## src/rtl/sw_input_conditioner.sv

```systemverilog
// Switch/button front end: two-flop synchronizer, per-bit debounce FSM,
// and registered rise/fall strobes, toggle register and any-change flag.
//
// state | meaning
// IDLE  | synchronized pin agrees with sw_stable; counter held at 0
// COUNT | synchronized pin disagrees; counting consecutive disagreeing edges
module sw_input_conditioner #(
  parameter int WIDTH   = 2,
  parameter int CNT_MAX = 1000000,
  localparam int CNT_W  = $clog2(CNT_MAX + 1)
) (
  input  logic             clk,
  input  logic             rst_n,
  input  logic [WIDTH-1:0] SW,
  output logic [WIDTH-1:0] sw_stable,
  output logic [WIDTH-1:0] sw_rise,
  output logic [WIDTH-1:0] sw_fall,
  output logic [WIDTH-1:0] sw_toggle,
  output logic             any_change
);

  typedef enum logic {IDLE, COUNT} state_t;

  // Counter value on the edge that precedes acceptance.
  localparam logic [CNT_W-1:0] TERM = CNT_W'(CNT_MAX - 1);

  logic [WIDTH-1:0] sync1, sync2;
  state_t           state     [WIDTH];
  state_t           state_nxt [WIDTH];
  logic [CNT_W-1:0] cnt       [WIDTH];
  logic [CNT_W-1:0] cnt_nxt   [WIDTH];
  logic [WIDTH-1:0] stable_nxt, rise_nxt, fall_nxt;

  always_comb begin
    for (int i = 0; i < WIDTH; i++) begin
      state_nxt[i]  = state[i];
      cnt_nxt[i]    = cnt[i];
      stable_nxt[i] = sw_stable[i];
      rise_nxt[i]   = 1'b0;
      fall_nxt[i]   = 1'b0;
      unique case (state[i])
        IDLE: begin
          cnt_nxt[i] = '0;
          if (sync2[i] != sw_stable[i]) begin
            // The edge that first sees disagreement is counting edge one.
            if (TERM == '0) begin
              stable_nxt[i] = sync2[i];
              rise_nxt[i]   = sync2[i];
              fall_nxt[i]   = ~sync2[i];
            end else begin
              state_nxt[i] = COUNT;
              cnt_nxt[i]   = CNT_W'(1);
            end
          end
        end
        COUNT: begin
          if (sync2[i] == sw_stable[i]) begin
            state_nxt[i] = IDLE;
            cnt_nxt[i]   = '0;
          end else if (cnt[i] == TERM) begin
            state_nxt[i]  = IDLE;
            cnt_nxt[i]    = '0;
            stable_nxt[i] = sync2[i];
            rise_nxt[i]   = sync2[i];
            fall_nxt[i]   = ~sync2[i];
          end else begin
            cnt_nxt[i] = cnt[i] + CNT_W'(1);
          end
        end
        default: begin
          state_nxt[i] = IDLE;
          cnt_nxt[i]   = '0;
        end
      endcase
    end
  end

  always_ff @(posedge clk) begin
    if (!rst_n) begin
      sync1      <= '0;
      sync2      <= '0;
      sw_stable  <= '0;
      sw_rise    <= '0;
      sw_fall    <= '0;
      sw_toggle  <= '0;
      any_change <= 1'b0;
      for (int i = 0; i < WIDTH; i++) begin
        state[i] <= IDLE;
        cnt[i]   <= '0;
      end
    end else begin
      sync1      <= SW;
      sync2      <= sync1;
      sw_stable  <= stable_nxt;
      sw_rise    <= rise_nxt;
      sw_fall    <= fall_nxt;
      sw_toggle  <= sw_toggle ^ rise_nxt;
      any_change <= |(rise_nxt | fall_nxt);
      for (int i = 0; i < WIDTH; i++) begin
        state[i] <= state_nxt[i];
        cnt[i]   <= cnt_nxt[i];
      end
    end
  end

endmodule

```

## config.mk

```make
export PLATFORM = sky130hd
export DESIGN_NAME = sw_input_conditioner
export DESIGN_NICKNAME = d
export VERILOG_FILES = /design/src/rtl/sw_input_conditioner.sv
export SDC_FILE = /design/constraint.sdc
export NUM_CORES = 1
export LEC_CHECK = 0
export BUFFER_PORTS_ARGS = -buffer_cell sky130_fd_sc_hd__buf_4
export CORE_MARGIN = 8
export CORE_UTILIZATION = 50
export DETAILED_ROUTE_END_ITERATION = 6
export PLACE_DENSITY = 0.67
export SYNTH_ARGS = -nofsm -noshare
export SYNTH_HDL_FRONTEND = slang
export SYNTH_SLANG_ARGS = --single-unit
```

## constraint.sdc

```tcl
create_clock -name clk -period 2.7 [get_ports clk]
set_clock_uncertainty 0.15 [all_clocks]
set_input_delay 0.27 -clock clk [delete_from_list [all_inputs] [get_ports clk]]
set_output_delay 0.27 -clock clk [all_outputs]
set_load 0.02 [all_outputs]
```

==> report_table.html, run 1 <==
<table>
<tr><th>Metric</th><th>Value</th></tr>
<tr><th colspan="2">CTS</th></tr>
<tr><td>Max H-tree Level</td><td>2</td></tr>
<tr><td>CTS tree</td><td>built</td></tr>
<tr><td>Num Clock Sinks</td><td>55</td></tr>
<tr><td>Clk Tree Root Cell</td><td>clkbuf_8</td></tr>
<tr><td>Deepest clock path buffer count</td><td>2</td></tr>
<tr><td>Number of buffers created by CTS</td><td>5</td></tr>
<tr><td>Clk_lat worst skew</td><td>0.31 ns</td></tr>
<tr><td>Clk pin slew, worst setup/hold paths</td><td>roughly 0.10 ns</td></tr>
<tr><td>Total of cells resized after clock tree synthesis</td><td>0</td></tr>
<tr><td>Hold buffer count at cts</td><td>0</td></tr>
<tr><td>Buffers inserted during post-CTS setup optimization</td><td>0</td></tr>
<tr><th colspan="2">Yosys</th></tr>
<tr><td>Post-Syn Area per Cell</td><td>8.740 µm²</td></tr>
<tr><td>Mux contribution to synthesized area</td><td>0%</td></tr>
<tr><td>Largest family of logic cells by synthesized area</td><td>simple AND/OR/NAND/NOR gates</td></tr>
<tr><td>Number of distinct library cells after synthesis</td><td>28</td></tr>
<tr><td>Post-synthesis compound-gate area fraction</td><td>10.75%</td></tr>
<tr><td>Flip-flop and latch count after synthesis</td><td>55</td></tr>
<tr><td>Main area contributors after synthesis</td><td>dfxtp_1 (48%), xnor2_1 (6.8%), or4_1 (4.5%)</td></tr>
<tr><td>Fraction of the mapped netlist area in simple logic gates</td><td>27.61%</td></tr>
<tr><td>Synthesized area</td><td>2316 µm²</td></tr>
<tr><td>Xor-xnor portion of the synthesized cell area</td><td>under 10%</td></tr>
<tr><td>Count of yosys warnings during synthesis</td><td>0</td></tr>
<tr><td>Top-area cell type share of the netlist area</td><td>47.54%</td></tr>
<tr><td>Sequential cell area fraction in the yosys report</td><td>47.54%</td></tr>
<tr><td>Net count after synthesis</td><td>271</td></tr>
<tr><td>Share of synthesized cell area in full adder, half adder and majority cells</td><td>between 1 and 1.5%</td></tr>
<tr><td>Largest area contributor in the netlist</td><td>dfxtp_1</td></tr>
<tr><td>Post-synthesis instance total</td><td>265</td></tr>
<tr><th colspan="2">Job</th></tr>
<tr><td>Maxcap violations</td><td>0</td></tr>
<tr><th colspan="2">Placement</th></tr>
<tr><td>Worst setup slack before clock tree synthesis</td><td>0.2832 ns</td></tr>
<tr><td>Placed Area</td><td>between 2000 and 2500 µm²</td></tr>
<tr><td>HPWL reported at the end of detailed placement</td><td>2.994 mm</td></tr>
<tr><td>Buffers on Ports</td><td>12</td></tr>
<tr><td>Final weighted congestion in routability-driven placement</td><td>0.8039</td></tr>
<tr><th colspan="2">STA</th></tr>
<tr><td>Relative slew margins</td><td>about 65%</td></tr>
<tr><td>Final number of hold-violating endpoints</td><td>0</td></tr>
<tr><td>Worst hold slack</td><td>0.02107 ns</td></tr>
<tr><td>Maximum clock rate</td><td>407.6 MHz</td></tr>
<tr><td>Max-slew violations</td><td>0</td></tr>
<tr><td>Final setup violation count</td><td>0</td></tr>
<tr><td>Final period demand of the worst path</td><td>~2.5 ns</td></tr>
<tr><td>Least setup slack across all paths after layout</td><td>0.2463 ns</td></tr>
<tr><td>Period utilisation layout</td><td>90.88%</td></tr>
<tr><td>Slew at the pin closest to its max-slew limit</td><td>0.5106 ns</td></tr>
<tr><td>Setup_tns</td><td>0 ns</td></tr>
<tr><td>Setup repair after global routing missed its margin</td><td>false</td></tr>
<tr><th colspan="2">Detailed routing</th></tr>
<tr><td>Drc violations</td><td>0</td></tr>
<tr><td>First-pass DRT Iterations</td><td>4</td></tr>
<tr><td>Starting DRC count in detailed routing</td><td>117</td></tr>
<tr><td>WL per Instance</td><td>12.77 µm</td></tr>
<tr><td>Number of antenna-violating nets in the routed design</td><td>0</td></tr>
<tr><td>Avg Vias per Cell</td><td>roughly 5.5</td></tr>
<tr><td>Via count</td><td>roughly 1800</td></tr>
<tr><td>Detailed-route wire length</td><td>4.266 mm</td></tr>
<tr><th colspan="2">Final layout</th></tr>
<tr><td>Post-route cell area</td><td>2614 µm²</td></tr>
<tr><td>Most used cells in the layout excluding fill and tap cells</td><td>dfxtp_1 (55), nor2_1 (27), buf_4 (19), xnor2_1 (18)</td></tr>
<tr><td>Fraction of final layout cells with drive strength greater than 1</td><td>between 9 and 10%</td></tr>
<tr><td>Utilization after layout</td><td>59.21%</td></tr>
<tr><td>Most common cell after layout, fill and taps aside</td><td>dfxtp_1</td></tr>
<tr><td>Area grow syn2layout</td><td>12.86%</td></tr>
<tr><td>Diodes inserted</td><td>0</td></tr>
<tr><td>Final layout net count</td><td>287</td></tr>
<tr><th colspan="2">Floorplanning</th></tr>
<tr><td>Io pins</td><td>13</td></tr>
<tr><td>Initial standard-cell utilization of the core</td><td>a little over half</td></tr>
<tr><td>Die extent in x</td><td>about 84 µm</td></tr>
<tr><td>Die height</td><td>84.06 µm</td></tr>
<tr><td>Core area</td><td>4414 µm²</td></tr>
<tr><td>Die area</td><td>7066 µm²</td></tr>
<tr><td>Number of standard-cell rows in the floorplan</td><td>24</td></tr>
<tr><th colspan="2">Worst setup path</th></tr>
<tr><td>Maximum fanout along the worst path</td><td>7</td></tr>
<tr><td>Critical path's largest stage delay</td><td>0.55 ns</td></tr>
<tr><td>Worst Path Required</td><td>between 2 and 3 ns</td></tr>
<tr><td>Arrival time at the worst endpoint</td><td>2.54 ns</td></tr>
<tr><td>Library cell appearing most often on the critical path</td><td>or4_1</td></tr>
<tr><td>Series of cell instances along the critical path</td><td>or4bb_1 &gt; or4_1 &gt; buf_4 &gt; or4_1 &gt; a21oi_1</td></tr>
<tr><td>Critical-path cell with the highest stage delay</td><td>or4_1</td></tr>
<tr><td>Critical path class</td><td>flop to flop</td></tr>
<tr><td>Nature of the critical path startpoint</td><td>flop</td></tr>
<tr><td>Setup crit end kind</td><td>flop</td></tr>
<tr><th colspan="2">Power</th></tr>
<tr><td>P per Cell Area</td><td>560.7 nW/µm²</td></tr>
<tr><td>Leakage power</td><td>between 0.7 and 0.8 nW</td></tr>
<tr><td>Maximum ir drop on the vdd rail</td><td>315.9 µV</td></tr>
<tr><th colspan="2">Global route</th></tr>
<tr><td>Via count of the first global-routing pass</td><td>roughly 1700</td></tr>
<tr><td>Number of antenna violations at the first check in global routing</td><td>0</td></tr>
<tr><td>First-pass GRT wire length</td><td>7.500 mm</td></tr>
<tr><td>Maximum number of pins on one net before global-route repair</td><td>20</td></tr>
<tr><td>Overall overflow remaining after global route</td><td>0</td></tr>
<tr><td>Overall track demand over capacity in global routing</td><td>about an eighth</td></tr>
<tr><th colspan="2">Hold path</th></tr>
<tr><td>Type of the most critical hold path</td><td>input pin to flop</td></tr>
<tr><th colspan="2">Outcome</th></tr>
<tr><td>Result of the run</td><td>complete, no violations</td></tr>
</table>
==> sequential cells by signal, indices dropped and copies added, names as in the netlist, 2 cells and up <==
name	flops
cnt	40
state	2
sw_fall	2
sw_rise	2
sw_stable	2
sw_toggle	2
sync1	2
sync2	2
==> worst paths after layout <==
kind                            slack, ns             startpoint  cells past startpoint                       to
worst max register to register       0.25  cnt[0][29]$_SDFF_PP0_                      5  sw_toggle[1]$_SDFF_PN0_
worst min register to register       0.29    sync1[1]$_SDFF_PN0_                      1      sync2[1]$_SDFF_PN0_
worst min-delay path                 0.02                  SW[0]                      2      sync1[0]$_SDFF_PN0_
worst max-delay path                 0.25  cnt[0][29]$_SDFF_PP0_                      5  sw_toggle[1]$_SDFF_PN0_
==> power by group <==
group | switching [mW] | leakage [nW] | internal [mW]
Clock | 0.261 | 0.0654 | 0.371
Sequential | 0.00303 | 0.444 | 0.815
Combinational | 0.00866 | 0.264 | 0.00681
Total | 0.273 | 0.773 | 1.19
==> metrics by stage <==
stage / total power [mW] / cells
2_1_floorplan: 0.8458 / 265
3_3_place_gp: 0.8522 / 326
3_5_place_dp: 0.8527 / 326
4_1_cts: 1.484 / 334
5_1_grt: 1.516 / 334
6_report: 1.466 / 334
==> cell usage after synthesis <==
library cell,count
nand3b_1,1
nand4_1,7
o31ai_1,7
nor4b_1,2
nor2_1,27
and3_1,1
o2111ai_1,2
xor2_1,6
nor4_1,9
or3_1,9
nand3_1,15
xnor2_1,18
a21oi_1,17
nor3_1,6
or4bb_1,1
dfxtp_1,55
inv_1,13
buf_2,4
ha_1,2
and4_1,2
o21a_1,2
nand2_1,17
o22ai_1,3
clkbuf_1,6
or4b_1,1
and2_1,6
or4_1,14
o21ai_0,12
==> logic make-up (layout without fill, tap and decap cells) <==
group,count (synthesis),after routing
xor gates and xnor gates,24,24
AOI/OAI and AO/OA,43,43
buffers and inverters,23,40
and+or+nand+nor,118,118
adders and majority gates,2,2
DFF,55,55
==> layout make-up <==
cell class,instances,area (µm²)
multi-input cells,187,1124
inverters,13,48.80
fillers,396,1800
clock inverters,2,60.06
repair buffers,19,142.6
clock buffers,6,72.57
well taps,52,65.06
flip-flops and latches,55,1101
==> metal layers <==
| layer | global-route usage [%] | routed length [µm] | part of all wire (%) |
|---|---|---|---|
| met5 | 0 | 0 | 0 |
| met4 | 4.396 | 38 | 0.89 |
| met3 | 4.395 | 209 | 4.9 |
| met2 | 17.41 | 1770 | 41 |
| met1 | 17.12 | 2248 | 53 |
==> worst max-delay path, delay by kind of cell, from the launching register on <==
family | cells | cell delay, ns
simple gates | 3 | 1.52
flops | 1 | 0.40
compound gates | 1 | 0.14
buf+inv | 1 | 0.18
Note: power is estimated with default switching activity, not from simulation.
==> run 2, diff against run 1 <==
--- a/config.mk
+++ b/config.mk
@@ -5,9 +5,11 @@
 export SDC_FILE = /design/constraint.sdc
 export NUM_CORES = 1
 export LEC_CHECK = 0
+export ABC_AREA = 1
 export BUFFER_PORTS_ARGS = -buffer_cell sky130_fd_sc_hd__buf_4
 export CORE_MARGIN = 8
 export CORE_UTILIZATION = 50
+export CTS_CLUSTER_SIZE = 28
 export DETAILED_ROUTE_END_ITERATION = 6
 export PLACE_DENSITY = 0.67
 export SYNTH_ARGS = -nofsm -noshare
==> report_table.html, run 2 <==
<table>
<tr><th>Metric</th><th>Value</th></tr>
<tr><th colspan="2">Yosys</th></tr>
<tr><td>Count of yosys warnings during synthesis</td><td>0</td></tr>
<tr><td>Dominant register cell in the synthesized netlist</td><td>dfxtp_1</td></tr>
<tr><td>Post-Syn Area per Cell</td><td>7.162 µm²</td></tr>
<tr><td>Top-area cell type share of the netlist area</td><td>between 40 and 50%</td></tr>
<tr><td>Main area contributors after synthesis</td><td>dfxtp_1 (41%), nand2_1 (11%), nor2_1 (8.6%)</td></tr>
<tr><td>Fraction of registers with async set/reset</td><td>0%</td></tr>
<tr><td>Sequential cell area fraction in the yosys report</td><td>just over 40%</td></tr>
<tr><td>Flip-flop and latch count after synthesis</td><td>55</td></tr>
<tr><td>Post-synthesis instance total</td><td>about 370</td></tr>
<tr><td>Synthesized area</td><td>2671 µm²</td></tr>
<tr><td>Library cell with the highest instance count after synthesis</td><td>nand2_1</td></tr>
<tr><td>Number of distinct library cells after synthesis</td><td>36</td></tr>
<tr><td>Synth top cells by count</td><td>nand2_1 (81), nor2_1 (61), dfxtp_1 (55)</td></tr>
<tr><td>Largest area contributor in the netlist</td><td>dfxtp_1</td></tr>
<tr><td>Number of flops mapped to enable cells by yosys</td><td>0</td></tr>
<tr><td>Net count after synthesis</td><td>379</td></tr>
<tr><th colspan="2">Floorplanning</th></tr>
<tr><td>Die extent in x</td><td>a little under 90 µm</td></tr>
<tr><td>Number of standard-cell rows in the floorplan</td><td>26</td></tr>
<tr><td>Die area</td><td>a little under 8000 µm²</td></tr>
<tr><td>Die height</td><td>89.10 µm</td></tr>
<tr><td>Initial standard-cell utilization of the core</td><td>51.97%</td></tr>
<tr><td>Core area</td><td>around 5000 µm²</td></tr>
<tr><td>Io pins</td><td>13</td></tr>
<tr><th colspan="2">Global route</th></tr>
<tr><td>Via count of the first global-routing pass</td><td>2007</td></tr>
<tr><td>First-pass GRT wire length</td><td>8.638 mm</td></tr>
<tr><td>Overall track demand over capacity in global routing</td><td>between 10% and 20%</td></tr>
<tr><td>Maximum number of pins on one net before global-route repair</td><td>19</td></tr>
<tr><td>Number of antenna violations at the first check in global routing</td><td>0</td></tr>
<tr><td>Overall overflow remaining after global route</td><td>0</td></tr>
<tr><th colspan="2">Detailed routing</th></tr>
<tr><td>Via count</td><td>2264</td></tr>
<tr><td>Avg Vias per Cell</td><td>4.911</td></tr>
<tr><td>WL per Instance</td><td>11.16 µm</td></tr>
<tr><td>Number of antenna-violating nets in the routed design</td><td>0</td></tr>
<tr><td>Drc violations</td><td>0</td></tr>
<tr><td>Starting DRC count in detailed routing</td><td>130</td></tr>
<tr><td>First-pass DRT Iterations</td><td>4</td></tr>
<tr><td>Detailed-route wire length</td><td>about 5.1 mm</td></tr>
<tr><th colspan="2">CTS</th></tr>
<tr><td>CTS tree</td><td>built</td></tr>
<tr><td>Number of buffers created by CTS</td><td>5</td></tr>
<tr><td>Clk_lat worst skew</td><td>0.30 ns</td></tr>
<tr><td>Max H-tree Level</td><td>2</td></tr>
<tr><td>Num Clock Sinks</td><td>55</td></tr>
<tr><td>Hold buffer count at cts</td><td>0</td></tr>
<tr><td>Buffers inserted during post-CTS setup optimization</td><td>0</td></tr>
<tr><td>Clk Tree Root Cell</td><td>clkbuf_8</td></tr>
<tr><td>Deepest clock path buffer count</td><td>2</td></tr>
<tr><td>Clk pin slew, worst setup/hold paths</td><td>0.10 ns</td></tr>
<tr><td>Total of cells resized after clock tree synthesis</td><td>0</td></tr>
<tr><th colspan="2">Hold path</th></tr>
<tr><td>Hold-critical path depth</td><td>3</td></tr>
<tr><td>Type of the most critical hold path</td><td>input pin to flop</td></tr>
<tr><td>Worst min-delay path endpoint</td><td>sync1[1]$_SDFF_PN0_</td></tr>
<tr><td>Start point of the worst hold path</td><td>SW[1]</td></tr>
<tr><th colspan="2">Worst setup path</th></tr>
<tr><td>Series of cell instances along the critical path</td><td>ha_1 &gt; nand3_4 &gt; inv_2 &gt; nand3_2 &gt; o21ai_2 &gt; buf_4 &gt; nor3b_2</td></tr>
<tr><td>Critical path class</td><td>flop to flop</td></tr>
<tr><td>R2R setup slack</td><td>0.77 ns</td></tr>
<tr><td>Worst r2r path cells</td><td>7</td></tr>
<tr><td>Nature of the critical path startpoint</td><td>flop</td></tr>
<tr><td>Worst Path Required</td><td>2.75 ns</td></tr>
<tr><td>Maximum fanout along the worst path</td><td>11</td></tr>
<tr><td>Critical-path cell with the highest stage delay</td><td>dfxtp_1</td></tr>
<tr><td>Arrival time at the worst endpoint</td><td>1.98 ns</td></tr>
<tr><td>Crit Reg-Reg Startpoint</td><td>cnt[0][0]$_SDFF_PN0_</td></tr>
<tr><td>Critical path's largest stage delay</td><td>approximately 0.4 ns</td></tr>
<tr><td>Setup crit end kind</td><td>flop</td></tr>
<tr><td>Reg-to-reg endpoint</td><td>cnt[0][13]$_SDFF_PP0_</td></tr>
<tr><th colspan="2">Power</th></tr>
<tr><td>PnR Total Power</td><td>1.376 mW</td></tr>
<tr><td>Leakage power</td><td>between 1 and 1.5 nW</td></tr>
<tr><td>P per Cell Area</td><td>around 470 nW/µm²</td></tr>
<tr><td>Maximum ir drop on the vdd rail</td><td>approximately 260 µV</td></tr>
<tr><th colspan="2">STA</th></tr>
<tr><td>Setup repair after global routing missed its margin</td><td>false</td></tr>
<tr><td>Maximum clock rate</td><td>about 520 MHz</td></tr>
<tr><td>Max-slew violations</td><td>0</td></tr>
<tr><td>Final number of hold-violating endpoints</td><td>0</td></tr>
<tr><td>Setup_tns</td><td>0 ns</td></tr>
<tr><td>Relative slew margins</td><td>approximately two thirds</td></tr>
<tr><td>Worst hold slack</td><td>about 0.017 ns</td></tr>
<tr><td>Period utilisation layout</td><td>71.62%</td></tr>
<tr><td>Final setup violation count</td><td>0</td></tr>
<tr><td>Slew at the pin closest to its max-slew limit</td><td>0.5232 ns</td></tr>
<tr><td>Final period demand of the worst path</td><td>a little under 2 ns</td></tr>
<tr><th colspan="2">Final layout</th></tr>
<tr><td>Most used cells in the layout excluding fill and tap cells</td><td>nand2_1 (81), nor2_1 (61), dfxtp_1 (55), inv_1 (50), nand3_1 (21)</td></tr>
<tr><td>Final Instance Count excl. Fillers</td><td>approximately 460</td></tr>
<tr><td>Register name with the most flops</td><td>cnt</td></tr>
<tr><td>Diodes inserted</td><td>0</td></tr>
<tr><td>Number of filler cells placed in the layout</td><td>493</td></tr>
<tr><td>Most common cell after layout, fill and taps aside</td><td>nand2_1</td></tr>
<tr><td>Final layout net count</td><td>between 300 and 400</td></tr>
<tr><td>Fraction of final layout cells with drive strength greater than 1</td><td>13.04%</td></tr>
<tr><td>Flip-flop count of the largest register after layout</td><td>40</td></tr>
<tr><td>Area grow syn2layout</td><td>10.16%</td></tr>
<tr><th colspan="2">Outcome</th></tr>
<tr><td>Result of the run</td><td>complete, no violations</td></tr>
<tr><th colspan="2">Placement</th></tr>
<tr><td>Total instance count after detailed placement</td><td>452</td></tr>
<tr><td>Final weighted congestion in routability-driven placement</td><td>0.8566</td></tr>
<tr><td>Buffers on Ports</td><td>12</td></tr>
<tr><td>HPWL reported at the end of detailed placement</td><td>between 4 and 5 mm</td></tr>
<tr><th colspan="2">Job</th></tr>
<tr><td>Maxcap violations</td><td>0</td></tr>
</table>
run 2: cell count changes in the layout (fill, tap and decap cells not counted), moves of 9 or more:
cell	before	now
or4_1	14	0
xnor2_1	18	5
nor2_1	27	61
inv_1	13	50
nor4_1	9	0
or3_1	9	0
nand2_1	17	81
run 2: cell type report:
class / count / area [µm²] / area share, %
Multi-Input combinational cell: 259 / 1329 / 45.15
Clock buffer: 6 / 72.57 / 2.466
Clock inverter: 2 / 38.79 / 1.318
Inverter: 55 / 206.4 / 7.015
Sequential cell: 55 / 1101 / 37.42
Tap cell: 70 / 87.58 / 2.976
Timing Repair Buffer: 14 / 107.6 / 3.656
run 2: how the worst max path moves through the flow:
stage	startpoint	end	cells past startpoint
2_1_floorplan	cnt[0][0]$_SDFF_PN0_	cnt[0][15]$_SDFF_PP0_	9
6_report	cnt[0][0]$_SDFF_PN0_	cnt[0][13]$_SDFF_PP0_	7
5_1_grt	cnt[0][0]$_SDFF_PN0_	cnt[0][13]$_SDFF_PP0_	7
3_3_place_gp	cnt[0][0]$_SDFF_PN0_	cnt[0][10]$_SDFF_PP0_	7
3_5_place_dp	cnt[0][0]$_SDFF_PN0_	cnt[0][13]$_SDFF_PP0_	7
4_1_cts	cnt[0][0]$_SDFF_PN0_	cnt[0][13]$_SDFF_PP0_	7
run 2: where the power goes:
group	switching, mW	leakage (nW)	internal, mW
Sequential	0.00355	0.444	0.815
Clock	0.260	0.0558	0.280
Combinational	0.00916	0.599	0.00779
run 2: stage by stage:
step | area (µm²) | util (%) | worst slack, ns
6_report | 2943 | 57.25 | 0.7662
5_1_grt | 2943 | 57.25 | 0.5994
4_1_cts | 2933 | 57.06 | 0.7199
3_5_place_dp | 2821 | 54.89 | 0.7263
3_3_place_gp | 2821 | 54.89 | 0.7895
2_1_floorplan | 2671 | - | 1.112
run 2: logic make-up (layout without fill, tap and decap cells):
kind of cell | count (synthesis) | in the layout | share of synthesized area [%]
simple gates | 214 | 214 | 37.85
buf+inv | 59 | 77 | 9.040
flops | 55 | 55 | 41.22
compound gates | 29 | 29 | 6.371
xor+xnor | 14 | 14 | 4.590
fa+ha+maj | 2 | 2 | 0.9366
run 2: worst max-delay path: cells and delay by family (launching register included):
kind / cells / cell delay [ns]
buf+inv: 2 / 0.33
simple gates: 3 / 0.28
compound gates: 1 / 0.37
flops: 1 / 0.41
fa+ha+maj: 1 / 0.29
run 2: layer usage:
metal | track usage [%] | routed length [µm] | share of wire (%) | vias to the layer above
met5 | 0 | 0 | 0 | -
met4 | 4.079 | 46 | 0.89 | 0
met3 | 3.033 | 348 | 6.8 | 5
met2 | 21.35 | 2190 | 43 | 47
met1 | 18.24 | 2560 | 50 | 1011
li1 | - | - | - | 1201
